`src/rtl/inta_sequencer.sv`:
```
// CPU-side 8259A interrupt-acknowledge sequencer. It issues the two-pulse INTA_n
// cycle, captures the vector on the second pulse and hands it to the core via valid/ready.
module inta_sequencer #(
  parameter int INTA_LOW_CYCLES = 2,
  parameter int INTA_GAP_CYCLES = 2
) (
  input  logic       clk_i,
  input  logic       rst_ni,
  input  logic       int_req_i,
  input  logic       ie_i,
  input  logic [7:0] data_in_i,
  output logic       inta_n_o,
  output logic [7:0] vec_o,
  output logic       vec_valid_o,
  input  logic       vec_ready_i,
  output logic       busy_o
);

  localparam int MaxCycles = (INTA_LOW_CYCLES > INTA_GAP_CYCLES) ? INTA_LOW_CYCLES : INTA_GAP_CYCLES;
  localparam int CW = $clog2(MaxCycles) + 1;
  localparam logic [CW-1:0] LowLoad = CW'(INTA_LOW_CYCLES - 1);
  localparam logic [CW-1:0] GapLoad = CW'(INTA_GAP_CYCLES - 1);

  typedef enum logic [2:0] {
    IDLE,
    ACK1,
    GAP,
    ACK2,
    HOLD,
    RECOVER
  } state_e;

  state_e        state_q;
  logic [CW-1:0] cnt_q;
  logic [1:0]    sync_q;
  logic          inta_n_q;
  logic [7:0]    vec_q;
  logic          vec_valid_q;
  logic          busy_q;
  logic          int_sync;

  assign int_sync = sync_q[1];

  // INT is asynchronous to clk, so it is double-flopped before the FSM looks at it.
  always_ff @(posedge clk_i or negedge rst_ni) begin
    if (!rst_ni) begin
      sync_q <= 2'b00;
    end else begin
      sync_q <= {sync_q[0], int_req_i};
    end
  end

  always_ff @(posedge clk_i or negedge rst_ni) begin
    if (!rst_ni) begin
      state_q     <= IDLE;
      cnt_q       <= '0;
      inta_n_q    <= 1'b1;
      vec_q       <= 8'h00;
      vec_valid_q <= 1'b0;
      busy_q      <= 1'b0;
    end else begin
      case (state_q)
        IDLE: begin
          if (int_sync && ie_i) begin
            state_q  <= ACK1;
            cnt_q    <= LowLoad;
            inta_n_q <= 1'b0;
            busy_q   <= 1'b1;
          end
        end
        ACK1: begin
          if (cnt_q == '0) begin
            state_q  <= GAP;
            cnt_q    <= GapLoad;
            inta_n_q <= 1'b1;
          end else begin
            cnt_q <= cnt_q - CW'(1);
          end
        end
        GAP: begin
          if (cnt_q == '0) begin
            state_q  <= ACK2;
            cnt_q    <= LowLoad;
            inta_n_q <= 1'b0;
          end else begin
            cnt_q <= cnt_q - CW'(1);
          end
        end
        ACK2: begin
          // The PIC's vector is valid at the end of the second pulse, so sample it here.
          if (cnt_q == '0) begin
            state_q     <= HOLD;
            vec_q       <= data_in_i;
            vec_valid_q <= 1'b1;
            inta_n_q    <= 1'b1;
          end else begin
            cnt_q <= cnt_q - CW'(1);
          end
        end
        HOLD: begin
          if (vec_ready_i) begin
            state_q     <= RECOVER;
            cnt_q       <= GapLoad;
            vec_valid_q <= 1'b0;
          end
        end
        RECOVER: begin
          if (cnt_q == '0) begin
            state_q <= IDLE;
            busy_q  <= 1'b0;
          end else begin
            cnt_q <= cnt_q - CW'(1);
          end
        end
        default: begin
          state_q     <= IDLE;
          cnt_q       <= '0;
          inta_n_q    <= 1'b1;
          vec_valid_q <= 1'b0;
          busy_q      <= 1'b0;
        end
      endcase
    end
  end

  assign inta_n_o    = inta_n_q;
  assign vec_o       = vec_q;
  assign vec_valid_o = vec_valid_q;
  assign busy_o      = busy_q;

endmodule

```
`config.mk`:
```
export PLATFORM = sky130hd
export DESIGN_NAME = inta_sequencer
export DESIGN_NICKNAME = d
export VERILOG_FILES = /design/src/rtl/inta_sequencer.sv
export SDC_FILE = /design/constraint.sdc
export NUM_CORES = 1
export LEC_CHECK = 0
export ABC_AREA = 1
export BUFFER_PORTS_ARGS = -buffer_cell sky130_fd_sc_hd__buf_2
export CORE_ASPECT_RATIO = 0.9
export CORE_MARGIN = 2
export CORE_UTILIZATION = 52
export DETAILED_ROUTE_END_ITERATION = 10
export PLACE_DENSITY = 0.77
export SETUP_SLACK_MARGIN = 0.05
export SLEW_MARGIN = 25
export SYNTH_ARGS = -nofsm -noshare
export SYNTH_HDL_FRONTEND = slang
export SYNTH_SLANG_ARGS = --single-unit
```
`constraint.sdc`:
```
create_clock -name clk_i -period 1.9 [get_ports clk_i]
set_clock_uncertainty 0.15 [all_clocks]
set_input_delay 0.095 -clock clk_i [delete_from_list [all_inputs] [get_ports clk_i]]
set_output_delay 0.095 -clock clk_i [all_outputs]
set_load 0.01 [all_outputs]
```
==> results of run 1 <==
sequential cells by signal (all words and copies together), names as in the netlist:
| name | flops |
|---|---|
| busy_o | 1 |
| cnt_q | 2 |
| inta_n_o | 1 |
| state_q | 3 |
| sync_q | 2 |
| vec_o | 8 |
| vec_valid_o | 1 |
per-layer routing:
metal	wire, microns	track usage [%]	vias to the layer above
met2	1070	32.9	17
li1	-	-	465
met4	41	10.3	0
met5	0	0	-
met1	1020	26.0	412
met3	75	4.46	6
cell usage in the layout (no fill, tap or decap):
cell,instances
sky130_fd_sc_hd__inv_1,15
sky130_fd_sc_hd__inv_2,3
sky130_fd_sc_hd__o21ai_0,4
sky130_fd_sc_hd__a21oi_1,3
sky130_fd_sc_hd__nand2_1,38
sky130_fd_sc_hd__nand2_4,2
sky130_fd_sc_hd__nand3_2,3
sky130_fd_sc_hd__nor2_4,4
sky130_fd_sc_hd__nand3_1,6
sky130_fd_sc_hd__clkbuf_4,3
sky130_fd_sc_hd__o21ai_2,8
sky130_fd_sc_hd__nor2_2,1
sky130_fd_sc_hd__bufinv_8,1
sky130_fd_sc_hd__dlygate4sd3_1,10
sky130_fd_sc_hd__nor2_1,8
sky130_fd_sc_hd__clkinv_1,1
sky130_fd_sc_hd__dfrtp_1,17
sky130_fd_sc_hd__nand3_4,2
sky130_fd_sc_hd__nand2_2,4
sky130_fd_sc_hd__ha_1,3
sky130_fd_sc_hd__dfstp_2,1
sky130_fd_sc_hd__clkbuf_8,1
sky130_fd_sc_hd__buf_2,23
sky130_fd_sc_hd__nand4_1,1
metrics by stage:
step | area [sq um] | power [mW] | instances | hold WS, ns | setup slack (ns)
2_1_floorplan | 1090 | 1.70 | 128 | -0.351 | 0.534
3_3_place_gp | 1200 | 1.91 | 173 | -0.103 | 0.390
3_5_place_dp | 1200 | 1.96 | 173 | -0.0957 | 0.344
4_1_cts | 1340 | 2.23 | 187 | 0.0978 | 0.313
5_1_grt | 1340 | 2.45 | 187 | 0.137 | 0.140
6_report | 1340 | 2.24 | 187 | 0.0928 | 0.297
cell families (layout without fill, tap and decap cells):
| family | after synthesis | count (layout) |
|---|---|---|
| and+or+nand+nor | 69 | 69 |
| buffers and inverters | 23 | 57 |
| DFF | 18 | 18 |
| AOI/OAI and AO/OA | 15 | 15 |
| adders and majority gates | 3 | 3 |
area by class of cell:
type                            count  area, sq um
Fill cell                         144          613
Tap cell                           25         31.3
Multi-Input combinational cell     87          515
Inverter                           20         88.8
Timing Repair Buffer               33          215
Clock buffer                        4         36.3
Sequential cell                    18          452
worst max-delay path, cell delays in order, from the launching register on:
cell,delay [ns]
sky130_fd_sc_hd__dfrtp_1,0.60
sky130_fd_sc_hd__bufinv_8,0.28
sky130_fd_sc_hd__nand3_2,0.11
sky130_fd_sc_hd__nand2_1,0.08
sky130_fd_sc_hd__nor2_2,0.14
sky130_fd_sc_hd__nand3_1,0.11
sky130_fd_sc_hd__nand2_1,0.08
report_power, final:
part | total (mW) | internal (mW) | leakage, nW | switching [mW]
clock | 0.243 | 0.117 | 0.0210 | 0.126
sequential | 0.726 | 0.566 | 0.217 | 0.160
combinational | 1.27 | 0.497 | 0.498 | 0.774
total | 2.24 | 1.18 | 0.736 | 1.06
path summary, 6_finish.rpt:
path	from	end	slack (ns)	cells past startpoint
max	state_q[2]	state_q[0]	0.30	6
min	rst_ni	cnt_q[1]	0.09	2
max reg2reg	state_q[2]	state_q[0]	0.30	6
min reg2reg	sync_q[0]	sync_q[1]	0.22	0
max in group asynchronous	rst_ni	inta_n_o	1.19	2
min in group clk_i	vec_ready_i	cnt_q[1]	0.09	6
==> metrics.log, run 1 <==
INFO  metric dp_hpwl = 1510 microns
INFO  metric tns = 0 ns
INFO  metric clkLatencyLatePin = 0.30 ns
INFO  metric insertedDiodeCount = 0
INFO  metric cts_tree = built
INFO  metric ys_warn_count = 0
INFO  metric syn-instance-count = roughly 130
INFO  metric postSynthNetCount = 144
INFO  metric vias_in_the_first_global_route = slightly below 900
INFO  metric synth_register_bits = 18
INFO  metric postCtsSetupRepairBufs = 0
INFO  metric final_core_util = about two thirds
INFO  metric drv_cap = 0
INFO  metric grt_max_degree = 19
INFO  metric drt-wirelength-per-cell = around 12 microns
INFO  metric setup-violations-final = 0
INFO  metric worst_setup_path_start_kind = flip-flop
INFO  metric die_width = roughly 52 microns
INFO  metric total_leakage_power = 0.736 nW
INFO  metric arrival = 1.70 ns
INFO  metric netlist_top_cells_count = sky130_fd_sc_hd__nand2_1 (38), sky130_fd_sc_hd__dfrtp_1 (17), sky130_fd_sc_hd__inv_1 (15)
INFO  metric synthAdderAreaFrac = 3.46%
INFO  metric cts_inserted_buffers = 3
INFO  metric critPathMaxFanout = 11
INFO  metric std_cell_rows = 15
INFO  metric report.final.hold_viol_count = 0
INFO  metric clkSlewWorstSetupHoldPaths = 0.11 ns
INFO  metric num_vias = 900
INFO  metric floorplan.die_area = 2470 sq um
INFO  metric path_class = reg2reg
INFO  metric worst_hold_path_type = in2async
INFO  metric synth-main-ff-cell = sky130_fd_sc_hd__dfrtp_1
INFO  metric max_slew.worst_pin.slew = about 0.41 ns
INFO  metric drt_iter0_markers = 23
INFO  metric gpl.final_weighted_congestion = 0.810
INFO  metric yosysTopAreaCell = sky130_fd_sc_hd__dfrtp_1
INFO  metric cellPowerDensity = 1670 nW/um^2
INFO  metric number_of_synthesized_flops_with_an_enable_pin = 0
INFO  metric synth.distinct_cells = 22
INFO  metric grt.overflow.total = 0
INFO  metric via_cell_ratio = 4.81
INFO  metric final.period_utilization = 84.4%
INFO  metric portBuffers = 23
INFO  metric yosysSeqAreaShare = 41.6%
INFO  metric gr-usage-all-layers = 20.3%
INFO  metric maximum_clock_path_buffer_count = 2
INFO  metric critical_path_required = 2.00 ns
INFO  metric share_of_yosys_cell_area_claimed_by_the_top_area_cell_type = 39.2%
INFO  metric detailedRoute.firstPassIterationCount = 4
INFO  metric result_of_the_run = finished clean
INFO  metric synth_compound_gate_area_share = about 9.7%
INFO  metric effective_utilization_at_floorplan = a little under three fifths
INFO  metric cts_hold_buf = 10
INFO  metric grt_setup_unrepaired = false
INFO  metric wirelength = 2210 microns
INFO  metric cts.root.buffer_cell = sky130_fd_sc_hd__clkbuf_4
INFO  metric cts.sink_count = 18
INFO  metric proportion_of_synthesized_area_in_mux_cells = 0%
INFO  metric finalNetCount = 179
INFO  metric core_box_area = 1950 sq um
INFO  metric fraction_of_layout_cells_with_a_size_suffix_above_1 = 34.6%
INFO  metric synth-simple-area-share = roughly 34%
INFO  metric number_of_pins_exceeding_their_max_slew_limit_in_the_final_report = 0
INFO  metric cts.htree.levels = 1
INFO  metric vdd_ir_drop_max = ~0.85 mV
INFO  metric yosys.area_share.xor_xnor = 0%
INFO  metric final_antenna_net_count = 0
INFO  metric top_level_i_o_count = 24
INFO  metric fp.dieH = approximately 47 microns
INFO  metric synth.most_common_cell = sky130_fd_sc_hd__nand2_1
INFO  metric synthToLayoutAreaGrowth = 23.3%
INFO  metric grt_first_pass_wirelength = 3650 microns
INFO  metric cts_repair_resize_count = 0
INFO  metric antenna_found_initial = 0
INFO  metric drc = 0
INFO  metric synth.top_cells.by_area = sky130_fd_sc_hd__dfrtp_1 (39%), sky130_fd_sc_hd__nand2_1 (13%), sky130_fd_sc_hd__o21ai_2 (6.5%), sky130_fd_sc_hd__inv_1 (5.2%), sky130_fd_sc_hd__nor2_4 (4.1%)
INFO  metric avgSynthCellArea = roughly 8.5 sq um
INFO  metric critical_path_sink_type = flip-flop
INFO  metric syn_area = around 1100 sq um
INFO  metric max_clock_freq = 624 MHz
INFO  metric post_synthesis_async_set_or_reset_flop_share = 100%
INFO  metric tightest_slew_margin_relative_to_the_limit = 72.8%
INFO  metric period_minus_slack = 1.60 ns
INFO  metric synth_top_family_by_area = simple AND/OR/NAND/NOR gates
(Power assumes the default switching activity.)
==> inputs of run 2 (changes only) <==
--- a/config.mk
+++ b/config.mk
@@ -5,13 +5,13 @@
 export SDC_FILE = /design/constraint.sdc
 export NUM_CORES = 1
 export LEC_CHECK = 0
-export ABC_AREA = 1
+export ABC_AREA = 0
 export BUFFER_PORTS_ARGS = -buffer_cell sky130_fd_sc_hd__buf_2
 export CORE_ASPECT_RATIO = 0.9
 export CORE_MARGIN = 2
-export CORE_UTILIZATION = 52
+export CORE_UTILIZATION = 45
 export DETAILED_ROUTE_END_ITERATION = 10
-export PLACE_DENSITY = 0.77
+export PLACE_DENSITY = 0.73
 export SETUP_SLACK_MARGIN = 0.05
 export SLEW_MARGIN = 25
 export SYNTH_ARGS = -nofsm -noshare
==> constraint.sdc (replaced) <==
create_clock -name clk_i -period 1.35 [get_ports clk_i]
set_clock_uncertainty 0.15 [all_clocks]
set_input_delay 0.0675 -clock clk_i [delete_from_list [all_inputs] [get_ports clk_i]]
set_output_delay 0.0675 -clock clk_i [all_outputs]
set_load 0.01 [all_outputs]
==> metrics.log, run 2 <==
INFO  metric fp.dieH = 46.4 microns (was 47.4 microns)
INFO  metric synth.top_cells.by_area = sky130_fd_sc_hd__dfrtp_1 (47%), sky130_fd_sc_hd__mux2_4 (13%), sky130_fd_sc_hd__ha_1 (4.2%), sky130_fd_sc_hd__o21ai_0 (3.3%), sky130_fd_sc_hd__dfstp_2 (2.9%) (was sky130_fd_sc_hd__dfrtp_1 (39%), sky130_fd_sc_hd__nand2_1 (13%), sky130_fd_sc_hd__o21ai_2 (6.5%), sky130_fd_sc_hd__inv_1 (5.2%), sky130_fd_sc_hd__nor2_4 (4.1%))
INFO  metric floorplan.die_area = 2370 sq um (was 2470 sq um)
INFO  metric setup-violations-final = 15 (was 0)
INFO  metric synth-main-ff-cell = sky130_fd_sc_hd__dfrtp_1 (unchanged)
INFO  metric cts.root.buffer_cell = sky130_fd_sc_hd__clkbuf_4 (unchanged)
INFO  metric layout.area.seq = 452 sq um (unchanged)
INFO  metric cts.sink_count = 18 (unchanged)
INFO  metric synthToLayoutAreaGrowth = 56.9% (was 23.3%)
INFO  metric largest_reg_flops = 8 (unchanged)
INFO  metric yosysSeqAreaShare = 50.3% (was 41.6%)
INFO  metric die_width = 51.1 microns (was 52.2 microns)
INFO  metric post_synthesis_async_set_or_reset_flop_share = 100% (unchanged)
INFO  metric std_cell_rows = 15 (unchanged)
INFO  metric top_level_i_o_count = 24 (unchanged)
INFO  metric yosysTopAreaCell = sky130_fd_sc_hd__dfrtp_1 (unchanged)
INFO  metric period_minus_slack = 1.79 ns (was 1.60 ns)
INFO  metric insertedDiodeCount = 0 (unchanged)
INFO  metric core_box_area = 1900 sq um (was 1950 sq um)
INFO  metric clkSlewWorstSetupHoldPaths = 0.10 ns (was 0.11 ns)
INFO  metric number_of_pins_exceeding_their_max_slew_limit_in_the_final_report = 0 (unchanged)
INFO  metric critical-path-slowest-cell = sky130_fd_sc_hd__dfrtp_1 (unchanged)
INFO  metric effective_utilization_at_floorplan = 47.3% (was 55.6%)
INFO  metric critical-path-top-cell-by-count = sky130_fd_sc_hd__inv_2 (was sky130_fd_sc_hd__nand2_1)
INFO  metric number_of_placed_instances_with_taps_included = 134 (was 173)
INFO  metric number_of_synthesized_flops_with_an_enable_pin = 0 (unchanged)
INFO  metric maximum_clock_path_buffer_count = 2 (unchanged)
INFO  metric cts_tree = built (unchanged)
INFO  metric postSynthNetCount = 94 (was 144)
INFO  metric finalNetCount = 145 (was 179)
INFO  metric via_cell_ratio = 5.35 (was 4.81)
INFO  metric fraction_of_layout_cells_with_a_size_suffix_above_1 = 53.9% (was 34.6%)
INFO  metric clkLatencyLatePin = 0.30 ns (about the same)
INFO  metric worst_hold_path_type = in2async (unchanged)
INFO  metric result_of_the_run = finished with violations (was finished clean)
INFO  metric antenna_found_initial = 0 (unchanged)
INFO  metric grt_setup_unrepaired = true (was false)
INFO  metric avgSynthCellArea = 11.5 sq um (was 8.48 sq um)
INFO  metric drt-wirelength-per-cell = 16.5 microns (was 11.8 microns)
INFO  metric wirelength = 2520 microns (was 2210 microns)
INFO  metric critical_path_required = 1.39 ns (was 2.00 ns)
INFO  metric final_cell_mix = sky130_fd_sc_hd__buf_2 (23), sky130_fd_sc_hd__dfrtp_1 (17), sky130_fd_sc_hd__buf_4 (12) (was sky130_fd_sc_hd__nand2_1 (38), sky130_fd_sc_hd__buf_2 (23), sky130_fd_sc_hd__dfrtp_1 (17))
INFO  metric syn-instance-count = 78 (was 128)
INFO  metric grt_max_degree = 19 (unchanged)
INFO  metric drc = 0 (unchanged)
INFO  metric reg2reg_setup_slack = -0.44 ns (was 0.30 ns)
INFO  metric failed_checks = negative setup slack
INFO  metric netlist_top_cells_count = sky130_fd_sc_hd__dfrtp_1 (17), sky130_fd_sc_hd__mux2_4 (8), sky130_fd_sc_hd__nor2_1 (7) (was sky130_fd_sc_hd__nand2_1 (38), sky130_fd_sc_hd__dfrtp_1 (17), sky130_fd_sc_hd__inv_1 (15))
INFO  metric final_antenna_net_count = 0 (unchanged)
INFO  metric arrival = 1.83 ns (was 1.70 ns)
INFO  metric multi_input_area = 505 sq um (was 515 sq um)
INFO  metric cell_count_final_fillers_out = 153 (was 187)
INFO  metric vias_in_the_first_global_route = 805 (was 881)
INFO  metric max_clock_freq = 560 MHz (was 624 MHz)
INFO  metric grt_first_pass_wirelength = 3680 microns (was 3650 microns)
INFO  metric report.final.hold_viol_count = 0 (unchanged)
INFO  metric synth.most_common_cell = sky130_fd_sc_hd__dfrtp_1 (was sky130_fd_sc_hd__nand2_1)
INFO  metric tightest_slew_margin_relative_to_the_limit = 73.9% (was 72.8%)
INFO  metric path_class = reg2reg (unchanged)
INFO  metric crit_chain = inv_2 > ha_4 > inv_2 > or3_4 > buf_8 > mux2_4 (was bufinv_8 > nand3_2 > nand2_1 > nor2_2 > nand3_1 > nand2_1)
INFO  metric gpl.final_weighted_congestion = 0.843 (was 0.810)
INFO  metric p_total = 3.27 mW (was 2.24 mW)
INFO  metric critPathMaxStageDelay = 0.41 ns (was 0.60 ns)
INFO  metric gr-usage-all-layers = 22.8% (was 20.3%)
INFO  metric grt.overflow.total = 0 (unchanged)
INFO  metric vdd_ir_drop_max = 1.42 mV (was 0.854 mV)
INFO  metric drt_iter0_markers = 17 (was 23)
INFO  metric share_of_yosys_cell_area_claimed_by_the_top_area_cell_type = 47.4% (was 39.2%)
INFO  metric cellPowerDensity = 2320 nW/um^2 (was 1670 nW/um^2)
INFO  metric synth.distinct_cells = 32 (was 22)
INFO  metric final.period_utilization = 132% (was 84.4%)
INFO  metric syn_area = 897 sq um (was 1090 sq um)
INFO  metric cts.htree.levels = 1 (unchanged)
INFO  metric num_vias = 818 (was 900)
INFO  metric detailedRoute.firstPassIterationCount = 4 (unchanged)
INFO  metric total_leakage_power = 0.667 nW (was 0.736 nW)
INFO  metric final_common_cell = sky130_fd_sc_hd__buf_2 (was sky130_fd_sc_hd__nand2_1)
INFO  metric max_slew.worst_pin.slew = 0.392 ns (was 0.407 ns)
INFO  metric drv_cap = 0 (unchanged)
INFO  metric ys_warn_count = 0 (unchanged)
INFO  metric n_fill_cell = 108 (was 144)
INFO  metric cts_inserted_buffers = 3 (unchanged)
INFO  metric portBuffers = 23 (unchanged)
INFO  metric critPathMaxFanout = 8 (was 11)
INFO  metric synth_register_bits = 18 (unchanged)
INFO  metric critical_path_sink_type = flip-flop (unchanged)
INFO  metric timing.final.ws_setup = -0.435 ns (was 0.297 ns)
INFO  metric worst_setup_path_start_kind = flip-flop (unchanged)
==> run 2: cell count changes after synthesis, moves of 3 or more <==
cell                      previous run  this run
sky130_fd_sc_hd__nand3_1             6         0
sky130_fd_sc_hd__nand3_2             3         0
sky130_fd_sc_hd__nand2_1            38         4
sky130_fd_sc_hd__mux2_4              0         8
sky130_fd_sc_hd__inv_1              15         4
sky130_fd_sc_hd__o21ai_2             8         0
sky130_fd_sc_hd__nand2_2             4         0
sky130_fd_sc_hd__nor2_4              4         0
==> run 2: routing by layer <==
metal | global-route usage, % | routed length, microns | share of wire [%]
met1 | 27.7 | 976 | 39
met2 | 37.1 | 1350 | 54
met3 | 5.19 | 134 | 5.3
met4 | 14.6 | 59 | 2.3
met5 | 0 | 0 | 0
==> run 2: final timing paths <==
kind | cells past startpoint | startpoint | end
worst min-delay path | 2 | rst_ni | busy_o
max in group asynchronous | 2 | rst_ni | inta_n_o
worst max-delay path | 6 | cnt_q[1] | vec_o[7]
worst max register to register | 6 | cnt_q[1] | vec_o[7]
worst min register to register | 0 | sync_q[0] | sync_q[1]
min in group clk_i | 5 | ie_i | busy_o
==> run 2: critical path, delay by kind of cell, from the launching register on <==
family                     cells  cell delay (ns)
buffers and inverters          3             0.30
DFF                            1             0.41
muxes                          1             0.29
and+or+nand+nor                1             0.38
adders and majority gates      1             0.14
==> run 2: kinds of logic after synthesis <==
kind of cell | share of synthesized area, %
simple gates | 10.6
compound gates | 13.7
flops | 50.3
buf+inv | 4.74
mux | 14.5
fa+ha+maj | 4.18
xor+xnor | 1.95
==> run 2: what timing repair did <==
action	4_1_cts	5_1_grt
endpoints found under the setup margin	16	16
resized for setup	23	4
buffers inserted	7	3
pin swaps	6	3
hold buffers	11	0
hold endpoints to repair	28	0
==> run 2: layout make-up <==
class,count,share of cell area [%]
repair buffers,50,25.9
multi-input cells,51,35.9
flip-flops and latches,18,32.1
inverters,5,1.33
well taps,25,2.22
clock buffers,4,2.58
==> run 2: stage by stage <==
stage          TNS, ns  cell area (sq um)  setup WS (ns)  utilization (%)  hold WS, ns
4_1_cts          -3.24               1390         -0.366             73.3       0.0386
6_report         -4.20               1410         -0.435             74.3       0.0538
3_5_place_dp     -4.43               1110         -0.465             58.7       -0.134
2_1_floorplan    -3.17                901         -0.388                -       -0.378
3_3_place_gp     -3.58               1110         -0.391             58.7       -0.138
5_1_grt          -4.71               1410         -0.467             74.3       0.0752
==> run 2: report_power, final <==
part / internal [mW] / switching [mW]
Clock: 0.165 / 0.173
Combinational: 1.04 / 0.970
Sequential: 0.779 / 0.138
Total: 1.98 / 1.28
==> inputs of run 3 (changes only) <==
--- a/config.mk
+++ b/config.mk
@@ -8,7 +8,7 @@
 export ABC_AREA = 0
 export BUFFER_PORTS_ARGS = -buffer_cell sky130_fd_sc_hd__buf_2
 export CORE_ASPECT_RATIO = 0.9
-export CORE_MARGIN = 2
+export CORE_MARGIN = 3
 export CORE_UTILIZATION = 45
 export DETAILED_ROUTE_END_ITERATION = 10
 export PLACE_DENSITY = 0.73
==> metrics.log, run 3 (synthesized netlist as in run 2, its figures left out) <==
INFO  metric result_of_the_run = finished with violations (unchanged)
INFO  metric failed_checks = negative setup slack (unchanged)
INFO  metric insertedDiodeCount = 0 (unchanged)
INFO  metric grt_first_pass_wirelength = 4280 microns (was 3680 microns)
INFO  metric grt.overflow.total = 0 (unchanged)
INFO  metric drt_iter0_markers = 16 (was 17)
INFO  metric worst_hold_path_type = in2async (unchanged)
INFO  metric std_cell_rows = 14 (was 15)
INFO  metric worstReg2RegEnd = vec_o[7] (unchanged)
INFO  metric die_width = 53.1 microns (was 51.1 microns)
INFO  metric cellPowerDensity = 2340 nW/um^2 (was 2320 nW/um^2)
INFO  metric tns = -4.08 ns (was -4.20 ns)
INFO  metric critical_path_sink_type = flip-flop (unchanged)
INFO  metric fp.dieH = 48.4 microns (was 46.4 microns)
INFO  metric final_common_cell = sky130_fd_sc_hd__buf_2 (unchanged)
INFO  metric post_dp_cell_area = 1120 sq um (was 1110 sq um)
INFO  metric clkLatencyLatePin = 0.30 ns (about the same)
INFO  metric portBuffers = 23 (unchanged)
INFO  metric total_leakage_power = 0.664 nW (was 0.667 nW)
INFO  metric antenna_found_initial = 0 (unchanged)
INFO  metric period_minus_slack = 1.77 ns (was 1.79 ns)
INFO  metric maximum_clock_path_buffer_count = 2 (unchanged)
INFO  metric gpl.final_weighted_congestion = 0.787 (was 0.843)
INFO  metric worstReg2RegStart = cnt_q[1] (unchanged)
INFO  metric finalNetCount = 143 (was 145)
INFO  metric internal-power = 1.99 mW (was 1.98 mW)
INFO  metric path_class = reg2reg (unchanged)
INFO  metric final_core_util = 79.3% (was 74.3%)
INFO  metric num_vias = 815 (was 818)
INFO  metric layout.area.seq = 452 sq um (unchanged)
INFO  metric top_level_i_o_count = 24 (unchanged)
INFO  metric max_slew.worst_pin.slew = 0.404 ns (was 0.392 ns)
INFO  metric worstRegToRegCells = 6 (unchanged)
INFO  metric cts_tree = built (unchanged)
INFO  metric fin_worst_hold_slack = 0.0728 ns (was 0.0538 ns)
INFO  metric number_of_pins_exceeding_their_max_slew_limit_in_the_final_report = 0 (unchanged)
INFO  metric power.share.clock = 10.3% (about the same)
INFO  metric reg2reg_setup_slack = -0.42 ns (was -0.44 ns)
INFO  metric cts.htree.levels = 1 (unchanged)
INFO  metric timing.final.ws_setup = -0.422 ns (was -0.435 ns)
INFO  metric drt-wirelength-per-cell = 17.4 microns (was 16.5 microns)
INFO  metric report.final.hold_viol_count = 0 (unchanged)
INFO  metric final.period_utilization = 131% (was 132%)
INFO  metric largest_reg_flops = 8 (unchanged)
INFO  metric cts_inserted_buffers = 3 (unchanged)
INFO  metric power.net_switching = 1.30 mW (was 1.28 mW)
INFO  metric postLayoutCellArea = 1400 sq um (was 1410 sq um)
INFO  metric worst_setup_path_start_kind = flip-flop (unchanged)
INFO  metric grt_setup_unrepaired = true (unchanged)
INFO  metric core_box_area = 1770 sq um (was 1900 sq um)
INFO  metric dp_hpwl = about 1500 microns
INFO  metric cts.sink_count = 18 (unchanged)
INFO  metric critPathMaxFanout = 8 (unchanged)
INFO  metric tightest_slew_margin_relative_to_the_limit = 73.1% (was 73.9%)
INFO  metric multi_input_area = 524 sq um (was 505 sq um)
INFO  metric drc = 0 (unchanged)
INFO  metric gr-usage-all-layers = 23.2% (was 22.8%)
INFO  metric drv_cap = 0 (unchanged)
INFO  metric vdd_ir_drop_max = 1.51 mV (was 1.42 mV)
INFO  metric final_antenna_net_count = 0 (unchanged)
INFO  metric arrival = 1.81 ns (was 1.83 ns)
INFO  metric synthToLayoutAreaGrowth = 56.5% (was 56.9%)
INFO  metric setup-violations-final = 13 (was 15)
INFO  metric switching_share = 39.5% (was 39.2%)
INFO  metric pwr-share-seq = 27.9% (was 28.1%)
INFO  metric fraction_of_layout_cells_with_a_size_suffix_above_1 = 54.0% (was 53.9%)
INFO  metric grt_max_degree = 19 (unchanged)
INFO  metric combinational_share_of_power = 61.9% (was 61.6%)
INFO  metric max_clock_freq = 564 MHz (was 560 MHz)
INFO  metric detailedRoute.firstPassIterationCount = 4 (unchanged)
INFO  metric critical_path_required = 1.39 ns (about the same)
INFO  metric crit_path_end = vec_o[7] (unchanged)
INFO  metric worst_setup_path_startpoint = cnt_q[1] (unchanged)
INFO  metric effective_utilization_at_floorplan = 50.7% (was 47.3%)
INFO  metric floorplan.die_area = 2570 sq um (was 2370 sq um)
INFO  metric clkSlewWorstSetupHoldPaths = 0.11 ns (was 0.10 ns)
INFO  metric wirelength = 2600 microns (was 2520 microns)
INFO  metric p_total = 3.28 mW (was 3.27 mW)
INFO  metric n_fill_cell = 106 (was 108)
INFO  metric via_cell_ratio = 5.43 (was 5.35)
INFO  metric cts.root.buffer_cell = sky130_fd_sc_hd__clkbuf_4 (unchanged)
INFO  metric vias_in_the_first_global_route = 867 (was 805)
INFO  metric final_cell_mix = sky130_fd_sc_hd__buf_2 (23), sky130_fd_sc_hd__dfrtp_1 (17), sky130_fd_sc_hd__buf_4 (12) (unchanged)
## run 3: power groups by stage
stage	Sequential, mW	Combinational (mW)	Clock, mW
after floorplan	1.00	0.843	0
final	0.914	2.03	0.337
after detailed placement	0.913	1.51	0
after global routing	0.947	2.18	0.366
after CTS	0.905	1.82	0.348
after global placement	0.898	1.47	0
## run 3: layout make-up
type	instances	share of cell area, %
tap	24	2.14
sequential	18	32.2
clock buffer	4	2.58
timing repair buffer	48	24.4
multi-input combinational	51	37.3
inverter	5	1.34
## run 3: per-layer routing
| metal | vias to the layer above | global-route usage [%] | wire length, microns |
|---|---|---|---|
| met5 | - | 0 | 0 |
| met4 | 0 | 13.2 | 116 |
| met3 | 12 | 8.28 | 184 |
| met2 | 41 | 36.6 | 1290 |
| met1 | 393 | 26.7 | 1010 |
| li1 | 369 | - | - |
## run 3: critical path, stage by stage, from the launching register on
cell	delay, ns
sky130_fd_sc_hd__dfrtp_1	0.42
sky130_fd_sc_hd__inv_2	0.10
sky130_fd_sc_hd__ha_4	0.14
sky130_fd_sc_hd__inv_2	0.03
sky130_fd_sc_hd__or3_4	0.37
sky130_fd_sc_hd__buf_8	0.16
sky130_fd_sc_hd__mux2_4	0.30
## run 3: through the flow
step,std cells,worst slack (ns)
after floorplan,78,-0.388
after global placement,134,-0.380
after detailed placement,134,-0.424
after CTS,150,-0.385
after global routing,150,-0.471
final,150,-0.422
## run 3: how the worst min path moves through the flow
| stage | end | cells after the start | from |
|---|---|---|---|
| finish | cnt_q[0] | 2 | rst_ni |
| floorplan | busy_o | 0 | rst_ni |
| CTS | vec_valid_o | 4 | vec_ready_i |
| global route | cnt_q[0] | 2 | rst_ni |
| detailed placement | vec_valid_o | 1 | rst_ni |
| global placement | vec_valid_o | 1 | rst_ni |
## run 3: repair_timing
item / 4_1_cts / 5_1_grt
pin swaps: 7 / 3
hold buffers: 10 / 0
buffers inserted: 5 / 1
endpoints found under the hold margin: 27 / 0
gates cloned: 0 / 0
setup endpoints to repair: 16 / 16
resized for setup: 18 / 9
